### config.mk
export PLATFORM = sky130hd
export DESIGN_NAME = mcu_tx_scheduler
export DESIGN_NICKNAME = d
export VERILOG_FILES = /design/src/rtl/mcu_tx_scheduler.sv
export SDC_FILE = /design/constraint.sdc
export NUM_CORES = 1
export LEC_CHECK = 0
export BUFFER_PORTS_ARGS = -buffer_cell sky130_fd_sc_hd__buf_2
export CAP_MARGIN = 20
export CORE_AREA = 5 5 60 62
export CTS_CLUSTER_SIZE = 25
export DETAILED_ROUTE_END_ITERATION = 8
export DIE_AREA = 0 0 65 67
export GPL_TIMING_DRIVEN = 0
export PLACE_DENSITY = 0.68
export SYNTH_ARGS = -nofsm -noshare
export SYNTH_HDL_FRONTEND = slang
export SYNTH_SLANG_ARGS = --single-unit
### constraint.sdc
create_clock -name internal_clk -period 5.7 [get_ports internal_clk]
set_input_delay 1.14 -clock internal_clk [delete_from_list [all_inputs] [get_ports internal_clk]]
set_output_delay 1.14 -clock internal_clk [all_outputs]
set_load 0.02 [all_outputs]
### src/rtl/mcu_tx_scheduler.sv
// Packet-level round-robin scheduler sharing the MCU-side com_uart transmitter
// between the cfg and wl byte streams. Optional post-packet gap: MCU_TX_GAP_EN.
//
// state     | meaning
// ----------+------------------------------------------------------------
// IDLE      | no packet owned; arbitrate cfg/wl, capture first byte
// LOAD      | one-cycle TX_flag_mcu pulse for the captured byte
// WAIT_ACK  | wait for TX_use_mcu to rise, bounded by ACK_TIMEOUT
// WAIT_DONE | wait for TX_use_mcu to fall
// NEXT      | packet locked to grant; wait for the granted stream's next byte
// GAP       | idle spacing after a packet (MCU_TX_GAP_EN only)
module mcu_tx_scheduler #(
   parameter int unsigned DATA_WIDTH  = 8,
   parameter int unsigned ACK_TIMEOUT = 16,
   parameter int unsigned GAP_CYCLES  = 32
) (
   input  logic                  internal_clk,
   input  logic                  rst_n,
   input  logic                  cfg_valid,
   input  logic [DATA_WIDTH-1:0] cfg_data,
   input  logic                  cfg_last,
   output logic                  cfg_ready,
   input  logic                  wl_valid,
   input  logic [DATA_WIDTH-1:0] wl_data,
   input  logic                  wl_last,
   output logic                  wl_ready,
   input  logic                  TX_use_mcu,
   output logic                  TX_flag_mcu,
   output logic [DATA_WIDTH-1:0] data_to_uart_mcu,
   output logic                  grant,
   output logic                  tx_err,
   output logic                  AUX
);

   localparam int unsigned ACK_W = $clog2(ACK_TIMEOUT + 1);
   localparam logic [ACK_W-1:0] ACK_LAST = ACK_W'(ACK_TIMEOUT - 1);

`ifdef MCU_TX_GAP_EN
   localparam int unsigned GAP_W = $clog2(GAP_CYCLES + 1);
   typedef enum logic [2:0] {
      S_IDLE, S_LOAD, S_WAIT_ACK, S_WAIT_DONE, S_NEXT, S_GAP
   } state_t;
   logic [GAP_W-1:0] gap_cnt_q, gap_cnt_d;
`else
   typedef enum logic [2:0] {
      S_IDLE, S_LOAD, S_WAIT_ACK, S_WAIT_DONE, S_NEXT
   } state_t;
`endif

   state_t                state_q, state_d;
   logic                  grant_q, grant_d;
   logic [DATA_WIDTH-1:0] data_q, data_d;
   logic                  last_q, last_d;
   logic                  prio_q, prio_d;
   logic                  aux_q, aux_d;
   logic [ACK_W-1:0]      ack_cnt_q, ack_cnt_d;
   logic                  cfg_take, wl_take, byte_done;

   always_ff @(posedge internal_clk or negedge rst_n) begin
      if (!rst_n) begin
         state_q   <= S_IDLE;
         grant_q   <= 1'b0;
         data_q    <= '0;
         last_q    <= 1'b0;
         prio_q    <= 1'b0;
         aux_q     <= 1'b0;
         ack_cnt_q <= '0;
`ifdef MCU_TX_GAP_EN
         gap_cnt_q <= '0;
`endif
      end else begin
         state_q   <= state_d;
         grant_q   <= grant_d;
         data_q    <= data_d;
         last_q    <= last_d;
         prio_q    <= prio_d;
         aux_q     <= aux_d;
         ack_cnt_q <= ack_cnt_d;
`ifdef MCU_TX_GAP_EN
         gap_cnt_q <= gap_cnt_d;
`endif
      end
   end

   always_comb begin
      state_d   = state_q;
      grant_d   = grant_q;
      data_d    = data_q;
      last_d    = last_q;
      prio_d    = prio_q;
      ack_cnt_d = ack_cnt_q;
      cfg_take  = 1'b0;
      wl_take   = 1'b0;
      byte_done = 1'b0;
      tx_err    = 1'b0;
`ifdef MCU_TX_GAP_EN
      gap_cnt_d = gap_cnt_q;
`endif
      case (state_q)
         S_IDLE: begin
            if (cfg_valid && (!wl_valid || !prio_q)) begin
               cfg_take = 1'b1;
               grant_d  = 1'b0;
               data_d   = cfg_data;
               last_d   = cfg_last;
               state_d  = S_LOAD;
            end else if (wl_valid) begin
               wl_take = 1'b1;
               grant_d = 1'b1;
               data_d  = wl_data;
               last_d  = wl_last;
               state_d = S_LOAD;
            end
         end
         S_LOAD: begin
            ack_cnt_d = '0;
            state_d   = S_WAIT_ACK;
         end
         S_WAIT_ACK: begin
            if (TX_use_mcu) begin
               state_d = S_WAIT_DONE;
            end else if (ack_cnt_q == ACK_LAST) begin
               // UART never acknowledged: flag it and move on as if the byte finished
               tx_err    = 1'b1;
               byte_done = 1'b1;
            end else begin
               ack_cnt_d = ack_cnt_q + ACK_W'(1);
            end
         end
         S_WAIT_DONE: begin
            if (!TX_use_mcu) byte_done = 1'b1;
         end
         S_NEXT: begin
            if (grant_q ? wl_valid : cfg_valid) begin
               cfg_take = !grant_q;
               wl_take  = grant_q;
               data_d   = grant_q ? wl_data : cfg_data;
               last_d   = grant_q ? wl_last : cfg_last;
               state_d  = S_LOAD;
            end
         end
`ifdef MCU_TX_GAP_EN
         S_GAP: begin
            if (gap_cnt_q == '0) state_d = S_IDLE;
            else                 gap_cnt_d = gap_cnt_q - GAP_W'(1);
         end
`endif
         default: state_d = S_IDLE;
      endcase

      if (byte_done) begin
         if (!last_q) begin
            state_d = S_NEXT;
         end else begin
            prio_d = ~grant_q;
`ifdef MCU_TX_GAP_EN
            gap_cnt_d = GAP_W'(GAP_CYCLES - 1);
            state_d   = S_GAP;
`else
            state_d = S_IDLE;
`endif
         end
      end

      aux_d = (state_d == S_IDLE) && !cfg_valid && !wl_valid;
   end

   // Readies are combinational from state; gate them so reset holds both low
   assign cfg_ready        = cfg_take & rst_n;
   assign wl_ready         = wl_take & rst_n;
   assign TX_flag_mcu      = (state_q == S_LOAD);
   assign data_to_uart_mcu = data_q;
   assign grant            = grant_q;
   assign AUX              = aux_q;

endmodule

==> results of run 1 <==
[logic make-up after synthesis]
family | share of synthesized area
flip-flops | 0.393
AO/OA/AOI/OAI | 0.237
adder cells (fa/ha/maj) | 0.0196
AND/OR/NAND/NOR | 0.192
XOR/XNOR | 0.00687
multiplexers | 0.105
buffers and inverters | 0.0471
[cells in the mapped netlist]
library cell,number,share of area
or2b_1,1,0.0059
mux2i_1,10,0.079
and3_1,2,0.0098
buf_2,3,0.012
xnor2_1,1,0.0069
a31o_2,1,0.0069
mux2_2,3,0.026
o2111ai_1,1,0.0069
dfrtp_1,20,0.39
clkbuf_1,5,0.015
nand2_1,23,0.068
nor2b_1,2,0.0098
nand3_1,11,0.043
nor3b_1,2,0.012
nand3b_1,2,0.012
a41o_1,1,0.0079
buf_6,1,0.0088
a31oi_1,9,0.044
nor2_1,6,0.018
a21oi_4,1,0.013
a22o_1,9,0.062
o221ai_4,1,0.021
o21ba_2,1,0.0079
a21oi_1,4,0.016
a21boi_0,2,0.012
o21ai_0,3,0.012
or4b_4,1,0.011
ha_1,2,0.020
a211oi_1,1,0.0059
o22ai_1,1,0.0049
inv_1,4,0.012
nor3_1,1,0.0039
a21bo_2,1,0.0079
a211oi_2,1,0.0098
[worst max-delay path: cells and delay by family]
kind / cells / cell delay [ns]
buffers and inverters: 3 / 0.80
and+or+nand+nor: 1 / 0.21
AOI/OAI and AO/OA: 2 / 0.31
[metrics by stage]
stage | hold WS [ns] | util
after floorplan | 0.481 | -
after global placement | 0.490 | 0.501
after detailed placement | 0.486 | 0.501
after CTS | 0.528 | 0.518
after global routing | 0.548 | 0.518
final | 0.515 | 0.518
[cell type report]
| class | instances | area (µm²) |
|---|---|---|
| Timing Repair Buffer | 35 | 175 |
| Sequential cell | 20 | 500 |
| Clock buffer | 3 | 22.5 |
| Buffer | 9 | 45.0 |
| Inverter | 4 | 15.0 |
| Fill cell | 296 | 1430 |
| Tap cell | 33 | 41.3 |
| Clock inverter | 1 | 30.0 |
| Multi-Input combinational cell | 104 | 714 |
[metal layers]
metal,part of all wire,up-vias,GRT usage
met1,0.44,581,0.187
met4,0.012,0,0.0607
met5,0,-,0
li1,-,580,-
met2,0.49,45,0.276
met3,0.057,5,0.0270
[sequential cells by signal, indices dropped and copies added, names as in the netlist]
register	count
grant	1
AUX	1
state_q	3
ack_cnt_q	5
data_to_uart_mcu	8
prio_q	1
last_q	1
[power groups by stage]
stage | Clock (W) | Sequential (W) | Combinational [W]
2_1_floorplan | 0 | 0.000270 | 0.000264
3_3_place_gp | 0 | 0.000236 | 0.000398
3_5_place_dp | 0 | 0.000238 | 0.000406
4_1_cts | 0.000120 | 0.000237 | 0.000407
5_1_grt | 0.000126 | 0.000246 | 0.000443
6_report | 0.000118 | 0.000237 | 0.000405
[worst max path at each step]
stage          slack [ns]      from        end
5_1_grt              1.98  wl_valid  cfg_ready
4_1_cts              2.08  wl_valid  cfg_ready
6_report             2.09  wl_valid  cfg_ready
2_1_floorplan        2.43  wl_valid  cfg_ready
3_3_place_gp         2.13  wl_valid  cfg_ready
3_5_place_dp         2.09  wl_valid  cfg_ready
==> flow_summary.toml, run 1 <==
[synthesis]
syn_inst = 137
syn_area_mm2 = 0.00127
synth_cell_type_count = 34
syn_avg_cell_area_um2 = 9.31
ys_seq_area_frac = 0.393
synthesis.nets = 162
yosysWarnings = 0
ys_seq_elements = 20

[detailed_routing]
first_pass_iters = 5
drt-vias-per-instance = 5.79
antenna_left = 0
drcViolationCount = 0
finalWirelength_um = 3230
num_vias = 1211
drtIter0Drc = 18
drt-wirelength-per-cell_um = 15.4

[placed_design]
place_ws_ns = 2.09
dpl_cell_area_mm2 = 0.00149
dpl.hpwl_um = 2430
port-buffer-count = 35
routabilityCongestion = 0.839
place_inst = 205

[sta]
clock-skew-final_ns = 0.00897
slew_headroom = 0.645
rsz0062_at_grt = "no"
worstMarginPinSlew_ns = 0.531
fin_crit_sh = 0.633
drv_slew = 0
hold_viol_final = 0
setup_slack_ns = 2.09
setup_violations = 0
fin_crit_ns = 3.61
setup_tns_ns = 0
fmax_mhz = 277

[cts]
cts_tree = "done"
clock_path_buffers = 2
cts.repair.resized = 0
cts_max_level = 1
numCtsBuffers = 3
clock_sinks = 20
clkLatencyLatePin_ns = 0.31
cts_hold_buf = 0
root_buffer = "clkbuf_4"
clk_pin_slew_ns = 0.13
post-cts-setup-buffers = 0

[global_routing]
gr-total-overflow = 0
grt_pass1_vias = 1189
grt_antenna_before_repair = 0
track_usage = 0.156
grt_pass1_wl_um = 5260
grt_max_degree = 23

[die]
fp.dieW_um = 65
die_y_um = 67
fp-row-count = 20
io_pins = 37
core_area_mm2 = 0.00298
start_util = 0.428
die_area_mm2 = 0.00436

[setup_path]
r2r_slack_ns = 3.37
crit_chain = "clkbuf_1, a21bo_2, clkbuf_1, o21ai_0, and3_1, buf_2"
crit_path_max_incr_delay_ns = 0.37
rr_worst_depth = 6
r2r_start = "ack_cnt_q[0]$_DFFE_PN0P_"
crit_path_start_kind = "input pin"
worstPathArrival_ns = 2.47
cp_slowest_cell = "clkbuf_1"
worstPathMaxFanout = 10
worstSetupEndpointType = "primary output"
crit_type = "input pin to primary output"
crit_path_frequent_cell = "clkbuf_1"
r2r_end = "ack_cnt_q[4]$_DFFE_PN0P_"
required_ns = 4.56

[outcome]
status = "finished, final reports clean"

[pwr]
combPwrFrac = 0.533
switching_share = 0.428
cellLeakagePower_nw = 0.801
ir_worst_vdd_v = 0.000208
power_frac_seq = 0.312
pwr-share-clk = 0.156
cell_internal_pwr_w = 0.000435
total_power_w = 0.000761
power_switching_w = 0.000326
power_density_mw_per_mm2 = 493

[finish]
fin_area_mm2 = 0.00154
layout_common_cells = "buf_2 (38), nand2_1 (23), dfrtp_1 (20)"
area_growth_pct = 21.1
drive_gt1_frac = 0.301
final_cell_count_no_fill = 209
nets = 202
num_antenna_cells = 0
layout_commonest_cell = "buf_2"

[hold_path]
whs_path_depth = 1
holdPathEnd = "data_to_uart_mcu[0]$_DFFE_PN0P_"
holdCritStartpoint = "data_to_uart_mcu[0]$_DFFE_PN0P_"
min-delay-path-class = "flip-flop to flip-flop"

[flow_run]
drv_cap = 0
No activity file was read; power rests on OpenSTA's default activity.
==> run 2, diff against run 1 <==
--- a/config.mk
+++ b/config.mk
@@ -12,7 +12,7 @@
 export DETAILED_ROUTE_END_ITERATION = 8
 export DIE_AREA = 0 0 65 67
 export GPL_TIMING_DRIVEN = 0
-export PLACE_DENSITY = 0.68
+export PLACE_DENSITY = 0.71
 export SYNTH_ARGS = -nofsm -noshare
 export SYNTH_HDL_FRONTEND = slang
 export SYNTH_SLANG_ARGS = --single-unit
==> constraint.sdc (replaced) <==
create_clock -name internal_clk -period 3.15 [get_ports internal_clk]
set_input_delay 0.63 -clock internal_clk [delete_from_list [all_inputs] [get_ports internal_clk]]
set_output_delay 0.63 -clock internal_clk [all_outputs]
set_load 0.02 [all_outputs]
==> flow_summary.toml, run 2 (synthesis gave the netlist of run 1 again) <==
[outcome]
status = "finished, final reports clean"

[sta]
fmax_mhz = 362
fin_crit_ns = 2.77
hold_ws_ns = 0.261
setup_tns_ns = 0
slew_headroom = 0.662
setup_violations = 0
fin_crit_sh = 0.878
drv_slew = 0
rsz0062_at_grt = "no"
clock-skew-final_ns = 0.00245
hold_viol_final = 0
worstMarginPinSlew_ns = 0.505

[detailed_routing]
antenna_left = 0
finalWirelength_um = 3180
num_vias = 1189
first_pass_iters = 4
drt-vias-per-instance = 5.72
drcViolationCount = 0
drtIter0Drc = 29
drt-wirelength-per-cell_um = 15.3

[die]
die_area_mm2 = 0.00436
die_y_um = 67
fp.dieW_um = 65
start_util = 0.428
io_pins = 37
core_area_mm2 = 0.00298
fp-row-count = 20

[setup_path]
crit_chain = "nor2_1, clkbuf_1, o2111ai_1, a21oi_1, buf_2"
cp_slowest_cell = "dfrtp_1"
crit_type = "flip-flop to primary output"
crit_path_max_incr_delay_ns = 0.46
required_ns = 2.52
worstPathMaxFanout = 10
crit_path_start_kind = "flip-flop"
worstPathArrival_ns = 2.14
worstSetupEndpointType = "primary output"

[global_routing]
grt_max_degree = 23
grt_util_met3 = 0.0354
met2_usage = 0.292
track_usage = 0.164
grt_antenna_before_repair = 0
gr-usage-met1 = 0.192
grt_most_used_layer = "met2"
grt_pass1_vias = 1244
grt_pass1_wl_um = 5510
gr-total-overflow = 0

[placed_design]
dpl_cell_area_mm2 = 0.00149
dpl.hpwl_um = 2450
port-buffer-count = 35
routabilityCongestion = 0.850
place_inst = 205

[finish]
area_growth_pct = 18.7
layout_common_cells = "buf_2 (38), nand2_1 (23), dfrtp_1 (20)"
layout_commonest_cell = "buf_2"
drive_gt1_frac = 0.297
largest_register_ffs = 8
fin_area_mm2 = 0.00151
nets = 202
num_antenna_cells = 0
multi_input_area_um2 = 714
fill_cells = 285
regArea_um2 = 500
final_cell_count_no_fill = 208

[cts]
cts_tree = "done"
clkLatencyLatePin_ns = 0.31
numCtsBuffers = 3
cts_max_level = 1
post-cts-setup-buffers = 0
cts.repair.resized = 0
clock_sinks = 20
clk_pin_slew_ns = 0.11
cts_hold_buf = 0
clock_path_buffers = 2
root_buffer = "clkbuf_4"

[pwr]
cellLeakagePower_nw = 0.787
ir_worst_vdd_v = 0.000347
power_density_mw_per_mm2 = 848

[hold_path]
min-delay-path-class = "input pin to async pin"

[flow_run]
drv_cap = 0
-- run 2: cell count changes in the layout (fill, tap and decap cells not counted) --
cell       before  now
bufinv_16       1    0
-- run 2: worst paths after layout --
path	from	to	slack, ns	cells after the start
setup reg to reg	ack_cnt_q[0]$_DFFE_PN0P_	ack_cnt_q[0]$_DFFE_PN0P_	0.81	6
max in group asynchronous	rst_n	data_to_uart_mcu[4]$_DFFE_PN0P_	2.57	1
hold / removal	rst_n	AUX$_DFF_PN0_	0.26	1
hold reg to reg	data_to_uart_mcu[0]$_DFFE_PN0P_	data_to_uart_mcu[0]$_DFFE_PN0P_	0.51	1
min in group internal_clk	data_to_uart_mcu[0]$_DFFE_PN0P_	data_to_uart_mcu[0]$_DFFE_PN0P_	0.51	1
setup / recovery	state_q[1]$_DFF_PN0_	wl_ready	0.38	5
-- run 2: through the flow --
| step | total power, W | utilization | worst slack (ns) |
|---|---|---|---|
| final | 0.00128 | 0.508 | 0.385 |
| after global routing | 0.00139 | 0.508 | 0.199 |
| after CTS | 0.00130 | 0.508 | 0.374 |
| after floorplan | 0.000966 | - | 0.897 |
| after global placement | 0.00115 | 0.501 | 0.613 |
| after detailed placement | 0.00117 | 0.501 | 0.554 |
-- run 2: layer usage --
metal / wire length (µm) / part of all wire / vias to the layer above
met5: 0 / 0 / -
met4: 49 / 0.015 / 0
met3: 220 / 0.069 / 5
met2: 1550 / 0.49 / 40
met1: 1370 / 0.43 / 559
li1: - / - / 585
-- run 2: worst max-delay path: cells and delay by family (launching register included) --
kind                   cells  cell delay (ns)
DFF                        1             0.46
buffers and inverters      2             0.61
and+or+nand+nor            1             0.44
AOI/OAI and AO/OA          2             0.31
-- run 2: area by class of cell --
class / count / share of cell area
clock buffer: 3 / 0.0149
sequential: 20 / 0.331
tap: 33 / 0.0273
multi-input combinational: 104 / 0.472
timing repair buffer: 35 / 0.116
inverter: 4 / 0.00992
buffer: 9 / 0.0298
-- run 2: where the power goes --
group	internal [W]	leakage, nW	switching (W)
clock	0.0000447	0.0138	0.0000803
sequential	0.000356	0.254	0.0000722
combinational	0.000303	0.519	0.000428
